<file path="config.mk">
export PLATFORM = sky130hd
export DESIGN_NAME = writeback_stage
export DESIGN_NICKNAME = d
export VERILOG_FILES = /design/src/rtl/writeback_stage.sv
export SDC_FILE = /design/constraint.sdc
export NUM_CORES = 1
export LEC_CHECK = 0
export BUFFER_PORTS_ARGS = -buffer_cell sky130_fd_sc_hd__buf_2
export CAP_MARGIN = 0
export CELL_PAD_IN_SITES_DETAIL_PLACEMENT = 1
export CELL_PAD_IN_SITES_GLOBAL_PLACEMENT = 1
export CORE_UTILIZATION = 32
export CTS_CLUSTER_SIZE = 24
export DETAILED_ROUTE_END_ITERATION = 7
export PLACE_DENSITY = 0.84
export SYNTH_ARGS = -nofsm -noshare
export SYNTH_HDL_FRONTEND = slang
export SYNTH_SLANG_ARGS = --single-unit
</file>
<file path="constraint.sdc">
create_clock -name wb_clk -period 0.9 [get_ports wb_clk]
set_input_delay 0.18 -clock wb_clk [delete_from_list [all_inputs] [get_ports wb_clk]]
set_output_delay 0.18 -clock wb_clk [all_outputs]
set_load 0.01 [all_outputs]
</file>
<file path="src/rtl/writeback_stage.sv">
// rtl/writeback_stage.sv - MIPS writeback stage: result capture, load alignment/extension, register-file write strobe
// Optional retire counter enabled by defining WRITEBACK_RETIRE_CNT_EN.
module writeback_stage #(
  parameter int AWIDTH = 5,
  parameter int DWIDTH = 32
) (
  input  logic              wb_clk,
  input  logic              wb_rst,
  input  logic              wb_i_ce,
  input  logic              wb_i_stall,
  input  logic              wb_i_flush,
  input  logic              wb_i_reg_wr,
  input  logic              wb_i_reg_dst,
  input  logic [AWIDTH-1:0] wb_i_addr_rd,
  input  logic [AWIDTH-1:0] wb_i_addr_rt,
  input  logic              wb_i_mem_to_reg,
  input  logic [DWIDTH-1:0] wb_i_alu_result,
  input  logic [DWIDTH-1:0] wb_i_mem_data,
  input  logic [1:0]        wb_i_mem_size,
  input  logic              wb_i_mem_unsigned,
  output logic              wb_o_reg_wr,
  output logic              wb_o_reg_dst,
  output logic [DWIDTH-1:0] wb_o_data_rd,
  output logic [AWIDTH-1:0] wb_o_addr_wr,
  output logic              wb_o_ce,
  output logic              wb_o_misalign,
  output logic [31:0]       wb_o_retire_cnt
);

  typedef enum logic {S_EMPTY, S_VALID} state_t;

  state_t            r_state;
  state_t            w_state_nxt;
  logic              w_capture;
  logic [1:0]        w_off;
  logic [7:0]        w_byte;
  logic [15:0]       w_half;
  logic [DWIDTH-1:0] w_load;
  logic              w_mis_raw;
  logic              w_mis;
  logic [DWIDTH-1:0] w_wdata;
  logic [AWIDTH-1:0] w_addr;
  logic              w_wr_ok;

  logic              r_wr_ok;
  logic              r_mis;
  logic              r_reg_dst;
  logic [DWIDTH-1:0] r_data;
  logic [AWIDTH-1:0] r_addr;

  // Flush dominates stall, which dominates ce.
  assign w_capture = wb_i_ce & ~wb_i_stall & ~wb_i_flush;
  assign w_off     = wb_i_alu_result[1:0];

  // Little-endian lane select, extension and misalignment detection for loads.
  always_comb begin
    w_byte    = wb_i_mem_data[{w_off, 3'b000} +: 8];
    w_half    = wb_i_mem_data[{w_off[1], 4'b0000} +: 16];
    w_load    = wb_i_mem_data;
    w_mis_raw = 1'b0;
    case (wb_i_mem_size)
      2'b00: begin
        w_load = {{(DWIDTH-8){~wb_i_mem_unsigned & w_byte[7]}}, w_byte};
      end
      2'b01: begin
        w_load    = {{(DWIDTH-16){~wb_i_mem_unsigned & w_half[15]}}, w_half};
        w_mis_raw = w_off[0];
      end
      default: begin
        w_load    = wb_i_mem_data;
        w_mis_raw = (w_off != 2'b00);
      end
    endcase
  end

  // ALU results never count as misaligned; writes to $0 or misaligned loads are suppressed.
  assign w_mis   = wb_i_mem_to_reg & w_mis_raw;
  assign w_wdata = wb_i_mem_to_reg ? w_load : wb_i_alu_result;
  assign w_addr  = wb_i_reg_dst ? wb_i_addr_rd : wb_i_addr_rt;
  assign w_wr_ok = wb_i_reg_wr & (w_addr != '0) & ~w_mis;

  // State register: EMPTY/VALID tracks whether the held bundle retires this cycle.
  always_ff @(posedge wb_clk or negedge wb_rst) begin
    if (!wb_rst) r_state <= S_EMPTY;
    else         r_state <= w_state_nxt;
  end

  // Next state and strobe outputs; strobes are only live in VALID.
  always_comb begin
    w_state_nxt   = S_EMPTY;
    wb_o_ce       = 1'b0;
    wb_o_reg_wr   = 1'b0;
    wb_o_misalign = 1'b0;
    if (w_capture) w_state_nxt = S_VALID;
    if (r_state == S_VALID) begin
      wb_o_ce       = 1'b1;
      wb_o_reg_wr   = r_wr_ok;
      wb_o_misalign = r_mis;
    end
  end

  // Captured bundle; holds through stall, flush and idle cycles.
  always_ff @(posedge wb_clk or negedge wb_rst) begin
    if (!wb_rst) begin
      r_wr_ok   <= 1'b0;
      r_mis     <= 1'b0;
      r_reg_dst <= 1'b0;
      r_data    <= '0;
      r_addr    <= '0;
    end else if (w_capture) begin
      r_wr_ok   <= w_wr_ok;
      r_mis     <= w_mis;
      r_reg_dst <= wb_i_reg_dst;
      r_data    <= w_wdata;
      r_addr    <= w_addr;
    end
  end

  assign wb_o_reg_dst = r_reg_dst;
  assign wb_o_data_rd = r_data;
  assign wb_o_addr_wr = r_addr;

`ifdef WRITEBACK_RETIRE_CNT_EN
  logic [31:0] r_retire_cnt;

  // Count every cycle an instruction retires; wraps naturally.
  always_ff @(posedge wb_clk or negedge wb_rst) begin
    if (!wb_rst)      r_retire_cnt <= 32'd0;
    else if (wb_o_ce) r_retire_cnt <= r_retire_cnt + 32'd1;
  end

  assign wb_o_retire_cnt = r_retire_cnt;
`else
  assign wb_o_retire_cnt = 32'd0;
`endif

endmodule
</file>
After elaboration in Yosys (flattened, before gate mapping)
Index checks and enable logic that the tools add are counted.

word-level totals
  flip-flop bits (word level) = 41
  RAM bits = 0
  input bits = 85
  memory bits (read-only) = 0
  memories kept = 0
  latch bits = 0
  output and inout port bits = 73
  word-level logic and storage cells = 31

operators by class
  bitwise gates (word level) = 11
  add/subtract/negate cells = 0
  shifts and indexed selects = 2
  equal/unequal tests = 1
  multiply operators = 0
  reductions and logical operators = 3
  mux-type cells = 8
  divide/modulo/power cells = 0
  order comparisons = 0

operators by type and width
  kind                                                                   count
  32-bit one-hot mux with 2 select lines                                 1
  32-bit two-way mux                                                     1
  32-bit by 6-bit indexed part select with 16-bit output                 1
  32-bit by 6-bit indexed part select with 8-bit output                  1
  1-bit AND                                                              7
  5-bit two-way mux                                                      1
  5-bit nonzero test                                                     1
  1-bit two-way mux                                                      4
  1-bit inverter                                                         4
  2-bit by 1-bit equality test with 1-bit output, second input constant  1
  2-bit logical NOT                                                      1
  1-bit one-hot mux with 2 select lines                                  1
  2-bit nonzero test                                                     1

Depth between registers and ports, before layout
Gate-level depths: netlist (run 1).

  depth in word-level cells = 5
  depth in mapped cells = 7
  gate-level depth less buffers = 5

Worst setup path after synthesis (run 1)
No wires, ideal clock.

  path type = input to register
  start = input port wb_i_stall
  end = register r_data[7] (netlist: wb_o_data_rd[7])
  path buffers = 2
  arrival time = 1.217 ns
  stages = 7
  library setup time = 0.129 ns
  required time = 0.771 ns
  path slack = -0.446 ns
  cell sequence = or3b_4 -> buf_6 -> inv_2 -> buf_6 -> nand2_2 -> a2111oi_4 -> a21oi_1

on the way
  word-level cells in the longest chain between the ends = 3

ends and longest elaborated chain
  item                     RTL line  text
  start, declared          10        input logic wb_i_stall,
  1-bit inverter           52        assign w_capture = wb_i_ce & ~wb_i_stall & ~wb_i_flush;
  1-bit AND (2 in series)  52
  end signal, assigned     114       r_data <= w_wdata;
  end, declared            48        logic [DWIDTH-1:0] r_data;

Every way passes these cells.
A chain may end at the register's enable or synchronous reset.

Worst setup path in the final report (run 1)
  start = input port wb_i_stall
  end = register r_wr_ok

on the way
  word-level cells in the longest chain between the ends = 3

ends and longest elaborated chain
  item                     RTL line  text
  1-bit inverter           52
  1-bit AND (2 in series)  52
  end signal, assigned     111       r_wr_ok <= w_wr_ok;
  end, declared            45        logic r_wr_ok;

Every way passes these cells.

==> summary.md, run 1 <==
| Metric | Value |
|---|---|
| Clock Sinks | `just over 40` |
| R2R setup slack | `-0.11 ns` |
| Path depth of the worst reg2reg path | `4` |
| Critical path type | `input port to flop` |
| Clock Latency Late Sink | `0.29 ns` |
| Via/cell ratio | `between 5 and 6` |
| Routed vias | `3248` |
| DRC | `0` |
| Antenna-violating nets left | `0` |
| Antenna Cells | `0` |
| Die Wd | `approximately 96 µm` |
| Most common cell after layout, fill and taps aside | `buf_2` |
| Crit Reg-Reg Endpoint | `wb_o_data_rd[8]` |
| Die Y | `96.1 µm` |
| Most Used Layer, Global Route | `met2` |
| Post-Synth Simple-Gate Area | `0.163` |
| Slowest cell on crit path | `or3b_4` |
| RSZ-0062 raised after global routing | `yes` |
| Area leader, netlist | `dfrtp_1` |
| Setup violations, final | `82` |
| CTS Buf Count | `5` |
| Crit path time final | `around 1.2 ns` |
| Mapped cell area | `approximately 2800 µm²` |
| Synth Area in Adders | `0` |
| Fin nets | `605` |
| Final Cell Area | `4920 µm²` |
| Most area-consuming cells after synthesis | `dfrtp_1 36%, buf_4 8.5%, mux2i_1 4.9%` |
| Status | `finished, violations left` |
| Top-area cell type share of the netlist area | `0.362` |
| Cells along the critical path | `buf_6 -> or3b_4 -> buf_12 -> and2_1 -> a41o_1` |
| Ys Warns | `0` |
| Core area | `roughly 8400 µm²` |
| Dpl hpwl | `roughly 7.7 mm` |
| Cell Count, Final, Fillers Out | `around 630` |
| Hold_sp | `wb_i_reg_wr` |
| Core Rows | `33` |
| Crit path DAT | `1.37 ns` |
| PwrDens | `~1400 nW/µm²` |
| Setup crit start kind | `input port` |
| XOR/XNOR Fraction of Synth Area | `0` |
| Hold path cells | `2` |
| Synth Area in Compound Gates | `0.281` |
| Fin crit share | `1.31` |
| Area Growth Syn to Fin | `73.9%` |
| Sequential share of the synthesized area | `0.362` |
| Largest family of logic cells by synthesized area | `compound AO/OA/AOI/OAI gates` |
| Worst hold slack | `roughly 0.14 ns` |
| Global Route met1 Usage | `0.322` |
| Syn_area_per_cell | `~9 µm²` |
| Worst Path Required | `approximately 1.1 ns` |
| Drt first pass iters | `4` |
| Max FO, Critical Path | `8` |
| Synth cell types | `between 40 and 50` |
| Slew Limit Fails | `0` |
| Leakage power | `between 2 and 2.5 nW` |
| Vias in the first global route | `between 3000 and 4000` |
| H-tree Lvls | `2` |
| Clock Root Buffer | `clkbuf_8` |
| Initial core utilization | `0.338` |
| Final Hold Fails | `0` |
| Cells after synthesis | `approximately 310` |
| Clock Skew | `0 ns` |
| Failing checks | `negative setup slack` |
| Max_cap viols | `0` |
| Global-route usage over all layers | `0.269` |
| Commonest register cell after synthesis | `dfrtp_1` |
| Final WL | `about 12 mm` |
| Fraction of layout cells with a size suffix above 1 | `0.620` |
| Largest net degree at the start of global routing | `42` |
| CP endpoint kind | `flop` |
| CTS tree | `built` |
| Die area | `roughly 9000 µm²` |
| Hold Path End | `r_wr_ok` |
| M3 GR Usage | `0.0371` |
| Launch point of the worst reg-to-reg path | `wb_o_data_rd[8]` |
| Yosys reg bits | `41` |
| FMAX | `~850 MHz` |
| Port bufs | `around 130` |
| Routability-driven placement congestion ratio | `0.854` |
| EDFF count, synth | `0` |
| Dpl cell area | `roughly 3800 µm²` |
| Most frequent cells in the layout | `110 x buf_2, 76 x buf_4, 41 x dfrtp_1` |
| Async set-reset flop share out of synthesis | `1.00` |
| Grt ovf | `0` |
| Worst Hold Class | `input port to flop` |
| Mux cell area share after synthesis | `0.0535` |
| First-pass GRT wire length | `~18 mm` |
| Clock buffer depth | `2` |
| Met2 Use GR | `0.499` |
| DRT iter0 DRCs | `83` |
| Worst-path clk slew | `0.09 ns` |
| VDD IR max | `between 0.0008 and 0.0009 V` |
| I/O pin count | `roughly 160` |
| Antenna violations before repair | `0` |
| WL/cell | `~20 µm` |
| Worst path max stage delay | `0.52 ns` |
| Final Worst Setup Slack | `-0.279 ns` |
| Cell count after placement | `around 570` |
-- state kept, by name (all words and copies together) (netlist names) --
signal        flops
wb_o_data_rd     32
wb_o_addr_wr      5
r_mis             1
r_state           1
r_wr_ok           1
wb_o_reg_dst      1
-- worst max-delay path, delay by kind of cell --
family	cells	cell delay, ns
AO/OA/AOI/OAI	1	0.21
buffers and inverters	2	0.30
AND/OR/NAND/NOR	2	0.68
-- layer usage --
layer / share of wire / wire [µm]
met4: 0.017 / 213
met1: 0.40 / 5050
met2: 0.53 / 6630
met5: 0 / 0
met3: 0.048 / 597
-- power breakdown --
| group | internal (mW) | switching, mW | leakage [nW] |
|---|---|---|---|
| Sequential | 2.17 | 0.221 | 0.481 |
| Combinational | 1.47 | 1.41 | 1.82 |
| Clock | 0.833 | 0.798 | 0.0543 |
| Total | 4.48 | 2.43 | 2.35 |
-- logic make-up after synthesis --
family,after synthesis
AOI/OAI and AO/OA,102
buffers and inverters,59
DFF,41
muxes,15
other,1
and+or+nand+nor,93
-- Yosys cell counts, types with 5 or more instances --
| library cell | count |
|---|---|
| dfrtp_1 | 41 |
| buf_4 | 32 |
| nor2_1 | 32 |
| nand2_1 | 23 |
| a21oi_1 | 22 |
| o21ai_0 | 17 |
| mux2i_1 | 14 |
| buf_2 | 11 |
| o22ai_1 | 11 |
| a221oi_1 | 10 |
| o21ai_1 | 10 |
| a221oi_2 | 9 |
| nor2b_1 | 8 |
| o21ai_2 | 7 |
| or3_1 | 7 |
| clkbuf_1 | 6 |
| and3_1 | 5 |
| buf_6 | 5 |
| nor3_1 | 5 |
-- layout make-up --
cell class / count / area (µm²)
timing repair inverter: 1 / 8.76
fill: 964 / 3460
clock buffer: 5 / 68.8
multi-input combinational: 243 / 1940
tap: 105 / 131
clock inverter: 3 / 46.3
inverter: 4 / 22.5
timing repair buffer: 224 / 1680
sequential: 41 / 1030
-- metrics by stage --
| step | power (mW) | setup TNS [ns] | util | setup WS [ns] |
|---|---|---|---|---|
| finish | 6.90 | -12.95 | 0.587 | -0.279 |
| global route | 7.21 | -14.75 | 0.587 | -0.284 |
| CTS | 6.45 | -12.36 | 0.554 | -0.264 |
| detailed placement | 4.35 | -22.62 | 0.455 | -0.675 |
| global placement | 4.27 | -21.03 | 0.455 | -0.608 |
| floorplan | 3.46 | -13.84 | - | -0.425 |
-- worst max path at each step --
stage	start	endpoint	slack, ns	depth (start not counted)
2_1_floorplan	wb_i_stall	wb_o_data_rd[7]	-0.42	7
3_3_place_gp	wb_i_alu_result[1]	wb_o_data_rd[30]	-0.61	5
3_5_place_dp	wb_i_alu_result[1]	wb_o_data_rd[17]	-0.68	5
4_1_cts	r_state	wb_o_reg_wr	-0.26	2
5_1_grt	wb_i_stall	wb_o_data_rd[2]	-0.28	6
6_report	wb_i_stall	r_wr_ok	-0.28	5
-- timing repair --
item,CTS,global route
hold buffers,1,0
endpoints found under the setup margin,81,81
setup buffers,26,20
hold endpoints to repair,41,0
cloned,7,0
pin swaps,30,17
gates resized for setup,89,39
(Power assumes the default switching activity.)
==> run 2, diff against run 1 <==
Settings changed: PLACE_DENSITY 0.84 to not set, PLACE_DENSITY_LB_ADDON set to 0.1.
==> run 2 against run 1 <==
The run still ends with negative setup slack left. First-iteration DRC count fell by 19%. Die area is the same. Routed wire length fell by 17%. Power decreased by 6.3%. Setup slack better by 0.025 ns. Global-route usage down 4.0 points.
==> summary.md, run 2 (same netlist as run 1, synthesis figures left out) <==
| Metric | Value |
|---|---|
| Status | `finished, violations left` |
| Failing checks | `negative setup slack` |
| Hold_sp | `wb_i_reg_wr` |
| Setup crit start kind | `input port` |
| Routability-driven placement congestion ratio | `0.842 (-1.4%)` |
| Setup_tns | `-12.14 ns (+0.805 ns)` |
| Worst path max stage delay | `0.48 ns (-0.04 ns)` |
| Via/cell ratio | `4.88 (-6.0%)` |
| Fillers | `1034 (+7.3%)` |
| Worst Path Required | `1.09 ns (about the same)` |
| WL/cell | `16.6 µm (-17%)` |
| Worst hold slack | `0.135 ns (-0.00937 ns)` |
| VDD IR max | `0.000727 V (-12%)` |
| PwrDens | `1430 nW/µm² (+2.0%)` |
| CP endpoint kind | `flop` |
| Core area | `8380 µm² (unchanged)` |
| H-tree Lvls | `2 (unchanged)` |
| Clock Sinks | `41 (unchanged)` |
| Largest net degree at the start of global routing | `42 (unchanged)` |
| Worst-path clk slew | `0.09 ns (about the same)` |
| Critical path type | `input port to flop` |
| First-pass GRT wire length | `15.8 mm (-13%)` |
| Clock Skew | `0 ns (unchanged)` |
| DRT iter0 DRCs | `67 (-19%)` |
| Clock Root Buffer | `clkbuf_8` |
| Launch point of the worst reg-to-reg path | `wb_o_data_rd[10]` |
| Grt ovf | `0 (unchanged)` |
| CP delay by family, top | `simple AND/OR/NAND/NOR gates` |
| Worst Hold Class | `input port to flop` |
| DRC | `0 (unchanged)` |
| Setup violations, final | `82 (unchanged)` |
| Leakage power | `2.24 nW (-4.6%)` |
| Antenna-violating nets left | `0 (unchanged)` |
| Final Hold Fails | `0 (unchanged)` |
| Global-route usage over all layers | `0.229 (-0.0405)` |
| Vias in the first global route | `3075 (-8.4%)` |
| Core Rows | `33 (unchanged)` |
| Most common cell after layout, fill and taps aside | `buf_2` |
| Most frequent cells in the layout | `118 x buf_2, 86 x buf_4, 41 x dfrtp_1` |
| CP bufs+invs | `2 (unchanged)` |
| Area Growth Syn to Fin | `59.7%` |
| Routed vias | `3047 (-6.2%)` |
| Fin crit share | `1.28 (-0.0274)` |
| Fraction of layout cells with a size suffix above 1 | `0.556 (-0.0642)` |
| Clock buffer depth | `2 (unchanged)` |
| Drt first pass iters | `4 (unchanged)` |
| Initial core utilization | `0.338 (unchanged)` |
| Multi-input logic area | `1710 µm² (-12%)` |
| Max_cap viols | `0 (unchanged)` |
| Fin nets | `604 (-0.17%)` |
| Hold Path End | `r_wr_ok` |
| Final WL | `10.4 mm (-17%)` |
| Clock Latency Late Sink | `0.30 ns (about the same)` |
| Slowest cell on crit path | `or3b_4` |
| Total area of sequential cells | `1030 µm² (unchanged)` |
| Die Wd | `96.1 µm (unchanged)` |
| R2R setup slack | `-0.07 ns (+0.04 ns)` |
| Crit path time final | `1.15 ns (-0.0247 ns)` |
| Critical path depth in cells | `6 (+1)` |
| Antenna violations before repair | `0 (unchanged)` |
| RSZ-0062 raised after global routing | `yes` |
| Dpl hpwl | `7.90 mm (+2.0%)` |
| Final Worst Setup Slack | `-0.254 ns (+0.0247 ns)` |
| Slew Limit Fails | `0 (unchanged)` |
| Antenna Cells | `0 (unchanged)` |
| I/O pin count | `158 (unchanged)` |
| Crit Reg-Reg Endpoint | `wb_o_data_rd[10]` |
| Cells along the critical path | `buf_6 -> or3b_4 -> buf_12 -> or3_1 -> o21ai_1 -> a21oi_1` |
| Die area | `9230 µm² (unchanged)` |
| CTS tree | `built` |
| Die Y | `96.1 µm (unchanged)` |
| Max FO, Critical Path | `6 (-2)` |
| Crit path DAT | `1.34 ns (-0.03 ns)` |
| FMAX | `866 MHz (+2.1%)` |
| Port bufs | `125 (unchanged)` |
| Path depth of the worst reg2reg path | `4 (unchanged)` |
| Hold path cells | `2 (unchanged)` |
| CTS Buf Count | `5 (unchanged)` |
| Max reg flops | `32 (unchanged)` |
## run 2: changes by cell type in the layout (fill, tap and decap cells not counted), moves of 5 or more
| cell | delta |
|---|---|
| nand2_1 | +8 |
| o21ai_1 | +7 |
| nand2_4 | -7 |
| a221oi_4 | -5 |
| buf_2 | +8 |
| buf_12 | -5 |
| buf_6 | -9 |
| o21ai_2 | -13 |
| buf_4 | +10 |
| o21ai_0 | +5 |
## run 2: cell type report
type,instances,area share
inverters,4,0.00387
clock inverters,1,0.00664
flip-flops and latches,41,0.227
clock buffers,7,0.0191
well taps,105,0.0290
repair buffers,225,0.337
multi-input cells,242,0.378
## run 2: worst register-to-register path, delay by kind of cell (launching register included)
family / cells / cell delay (ns)
flops: 1 / 0.40
compound gates: 1 / 0.05
buf+inv: 2 / 0.25
simple gates: 1 / 0.15
## run 2: worst max-delay path by stage
stage | to | from | slack, ns
final | wb_o_data_rd[7] | wb_i_flush | -0.25
after CTS | wb_o_data_rd[9] | wb_i_mem_unsigned | -0.25
after global placement | wb_o_data_rd[19] | wb_i_alu_result[1] | -0.56
after detailed placement | wb_o_data_rd[5] | wb_i_stall | -0.60
after floorplan | wb_o_data_rd[7] | wb_i_stall | -0.42
after global routing | wb_o_misalign | r_state | -0.30
## run 2: layer usage
| metal | global-route usage | part of all wire | vias up |
|---|---|---|---|
| met2 | 0.409 | 0.52 | 101 |
| met4 | 0.0522 | 0.0092 | 0 |
| met3 | 0.0269 | 0.047 | 8 |
| li1 | - | - | 1472 |
| met5 | 0 | 0 | - |
| met1 | 0.292 | 0.43 | 1466 |
## run 2: power by group
part           switching, mW  leakage, nW  total (mW)  internal [mW]
registers              0.190        0.481        2.36           2.17
clock network          0.716       0.0585        1.62          0.906
logic                   1.20         1.70        2.48           1.28
## run 2: per-stage QoR
step / total power [mW] / util / worst slack, ns / std cells / instance area, µm²
after floorplan: 3.46 / - / -0.425 / 342 / 3000
after global placement: 4.32 / 0.469 / -0.560 / 585 / 3930
after detailed placement: 4.38 / 0.469 / -0.602 / 585 / 3930
after CTS: 6.27 / 0.518 / -0.255 / 612 / 4340
after global routing: 6.84 / 0.540 / -0.299 / 625 / 4520
final: 6.47 / 0.540 / -0.254 / 625 / 4520
## run 2: what timing repair did
action,in CTS,in global routing
setup endpoints to repair,82,82
resized for setup,42,15
endpoints found under the hold margin,41,0
hold buffers,1,0
pin swaps,13,8
buffers inserted,18,13
==> run 3, diff against run 2 <==
Settings changed: CORE_UTILIZATION 32 to 34, GPL_TIMING_DRIVEN set to 0, SLEW_MARGIN set to 20.
Clock period 0.9 ns to 1.4 ns, I/O delays scaled along.
==> run 3 against run 2 <==
The flow finishes with violations (negative hold slack). Via count is 3.9% lower. Sequential cell count stayed put. Cell area is 14% lower. Critical path depth stayed put. Non-clock buffer count is 46 lower. Sequential share of layout area is 3.8 points higher. Count of clock-buffer cells in the layout is 1 lower. Final cell count is 7.8% lower. First-iteration DRC count is 46% higher. Clock power is 36% lower. Critical endpoint is now wb_o_data_rd[17]. Largest cell class unchanged.
==> summary.md, run 3 (same netlist as run 1, synthesis figures left out) <==
| Metric | Value |
|---|---|
| Status | `finished, violations left` |
| Failing checks | `negative hold slack` |
| Global-route usage over all layers | `0.230 (+0.00147)` |
| Fin nets | `558 (-7.6%)` |
| Die area | `8700 µm² (-5.8%)` |
| Fin crit share | `0.952` |
| Antenna violations before repair | `0 (unchanged)` |
| Leakage power | `1.96 nW (-13%)` |
| CP endpoint kind | `flop` |
| Largest net degree at the start of global routing | `42 (unchanged)` |
| Critical path type | `input port to flop` |
| DRC | `0 (unchanged)` |
| Multi-input logic area | `1570 µm² (-7.9%)` |
| Final Worst Setup Slack | `0.0679 ns (+0.322 ns)` |
| Crit path DAT | `1.52 ns (+0.18 ns)` |
| Clock Skew | `0 ns (unchanged)` |
| Setup_tns | `0 ns (+12.14 ns)` |
| Setup violations, final | `0 (-100%)` |
| Max_cap viols | `0 (unchanged)` |
| DRT iter0 DRCs | `98 (+46%)` |
| Slew headroom | `0.623` |
| Worst hold slack | `-0.0335 ns (-0.168 ns)` |
| Slew Limit Fails | `0 (unchanged)` |
| Most common cell after layout, fill and taps aside | `buf_2` |
| PwrDens | `972 nW/µm² (-32%)` |
| Fillers | `1011 (-2.2%)` |
| Launch point of the worst reg-to-reg path | `r_wr_ok` |
| Final WL | `9.73 mm (-6.2%)` |
| Dpl hpwl | `7.53 mm (-4.6%)` |
| Clock buffer depth | `2 (unchanged)` |
| Setup crit start kind | `input port` |
| Die Y | `93.3 µm (-2.9%)` |
| Via/cell ratio | `5.08 (+4.3%)` |
| Worst Hold Class | `input port to async pin` |
| Clock Latency Late Sink | `0.29 ns (about the same)` |
| Core Rows | `32 (-3.0%)` |
| Fraction of layout cells with a size suffix above 1 | `0.462 (-0.0937)` |
| Port bufs | `122 (-2.4%)` |
| CTS tree | `built` |
| I/O pin count | `158 (unchanged)` |
| Routability-driven placement congestion ratio | `0.864 (+2.7%)` |
| Core area | `7890 µm² (-5.9%)` |
| VDD IR max | `0.000389 V (-47%)` |
| FMAX | `751 MHz` |
| Cell count after placement | `566 (-3.2%)` |
| H-tree Lvls | `2 (unchanged)` |
| Hold buffers post-CTS | `0 (-1)` |
| Initial core utilization | `0.359 (+0.0212)` |
| Pre-CTS setup slack | `-0.283 ns (+0.320 ns)` |
| Antenna Cells | `0 (unchanged)` |
| Cell Count, Final, Fillers Out | `576 (-7.8%)` |
| Grt ovf | `0 (unchanged)` |
| Most frequent cells in the layout | `132 x buf_2, 41 x dfrtp_1, 35 x buf_4` |
| Drt first pass iters | `4 (unchanged)` |
| Die Wd | `93.3 µm (-2.9%)` |
| Worst-path clk slew | `0.09 ns (about the same)` |
| Routed vias | `2928 (-3.9%)` |
| Crit path time final | `1.33 ns` |
| R2R setup slack | `0.56 ns (+0.63 ns)` |
| Vias in the first global route | `2912 (-5.3%)` |
| Max FO, Critical Path | `10 (+4)` |
| Worst Path Required | `1.58 ns (+0.49 ns)` |
| Clock Root Buffer | `clkbuf_8` |
| Path depth of the worst reg2reg path | `2 (-2)` |
| Tot Pwr | `3.77 mW (-42%)` |
| Crit Reg-Reg Endpoint | `r_wr_ok` |
| WL/cell | `16.9 µm (+1.7%)` |
| Dpl cell area | `3720 µm² (-5.3%)` |
| Actual slew at the worst max-slew pin | `roughly 0.57 ns` |
| Antenna-violating nets left | `0 (unchanged)` |
| Post-layout util | `0.492 (-0.0476)` |
| Area Growth Syn to Fin | `37.1%` |
| Final Cell Area | `3880 µm² (-14%)` |
| Total area of sequential cells | `1030 µm² (unchanged)` |
| Final Hold Fails | `41 (+41)` |
| Clock Sinks | `41 (unchanged)` |
| CTS Buf Count | `5 (unchanged)` |
| First-pass GRT wire length | `15.2 mm (-3.8%)` |
| Max reg flops | `32 (unchanged)` |
| RSZ-0062 raised after global routing | `no` |
| Critical path startpoint | `wb_i_stall` |
run 3: cell types whose count changed in the layout (fill, tap and decap cells not counted), moves of 2 or more:
| cell | before | now |
|---|---|---|
| o21ai_2 | 15 | 7 |
| clkbuf_2 | 0 | 2 |
| nand2_2 | 4 | 1 |
| a221oi_1 | 1 | 5 |
| buf_4 | 86 | 35 |
| o21ai_0 | 8 | 17 |
| clkbuf_1 | 1 | 4 |
| buf_12 | 5 | 0 |
| buf_2 | 118 | 132 |
| buf_6 | 13 | 3 |
| a221oi_4 | 3 | 0 |
| nand2_1 | 20 | 23 |
run 3: area by class of cell:
type                    instances  area share
plain buffers                  55      0.0999
clock buffers                   6      0.0213
clock inverters                 2     0.00967
inverters                       4     0.00451
multi-input cells             242       0.406
flip-flops and latches         41       0.264
well taps                     102      0.0329
repair buffers                124       0.162
run 3: timing repair:
action                                  in CTS  in global routing
gates resized for setup                      0                  8
endpoints found under the setup margin       0                 16
buffers inserted                             0                  2
run 3: critical path, stage by stage:
cell and delay [ns]:
buf_2 0.09, or3b_4 0.42, buf_6 0.16, buf_2 0.21, a221oi_1 0.26, o21ai_1 0.09
run 3: report_power, final:
| part | leakage (nW) | switching (mW) | internal (mW) | total (mW) |
|---|---|---|---|---|
| Combinational | 1.42 | 0.676 | 0.549 | 1.22 |
| Sequential | 0.481 | 0.112 | 1.40 | 1.51 |
| Clock | 0.0574 | 0.459 | 0.581 | 1.04 |
| Total | 1.96 | 1.25 | 2.53 | 3.77 |
run 3: routing by layer:
| layer | wire, µm | vias to the layer above | GRT usage |
|---|---|---|---|
| met4 | 182 | 0 | 0.0769 |
| met5 | 0 | - | 0 |
| met2 | 4650 | 123 | 0.384 |
| met1 | 4310 | 1403 | 0.305 |
| li1 | - | 1389 | - |
| met3 | 592 | 13 | 0.0325 |
run 3: worst max-delay path by stage:
stage | end | slack (ns) | cells past startpoint
floorplan | wb_o_data_rd[7] | -0.03 | 7
global placement | wb_o_data_rd[23] | -0.27 | 6
detailed placement | wb_o_data_rd[31] | -0.28 | 6
CTS | wb_o_data_rd[31] | 0.03 | 6
global route | wb_o_data_rd[20] | 0.0006 | 6
finish | wb_o_data_rd[17] | 0.07 | 6
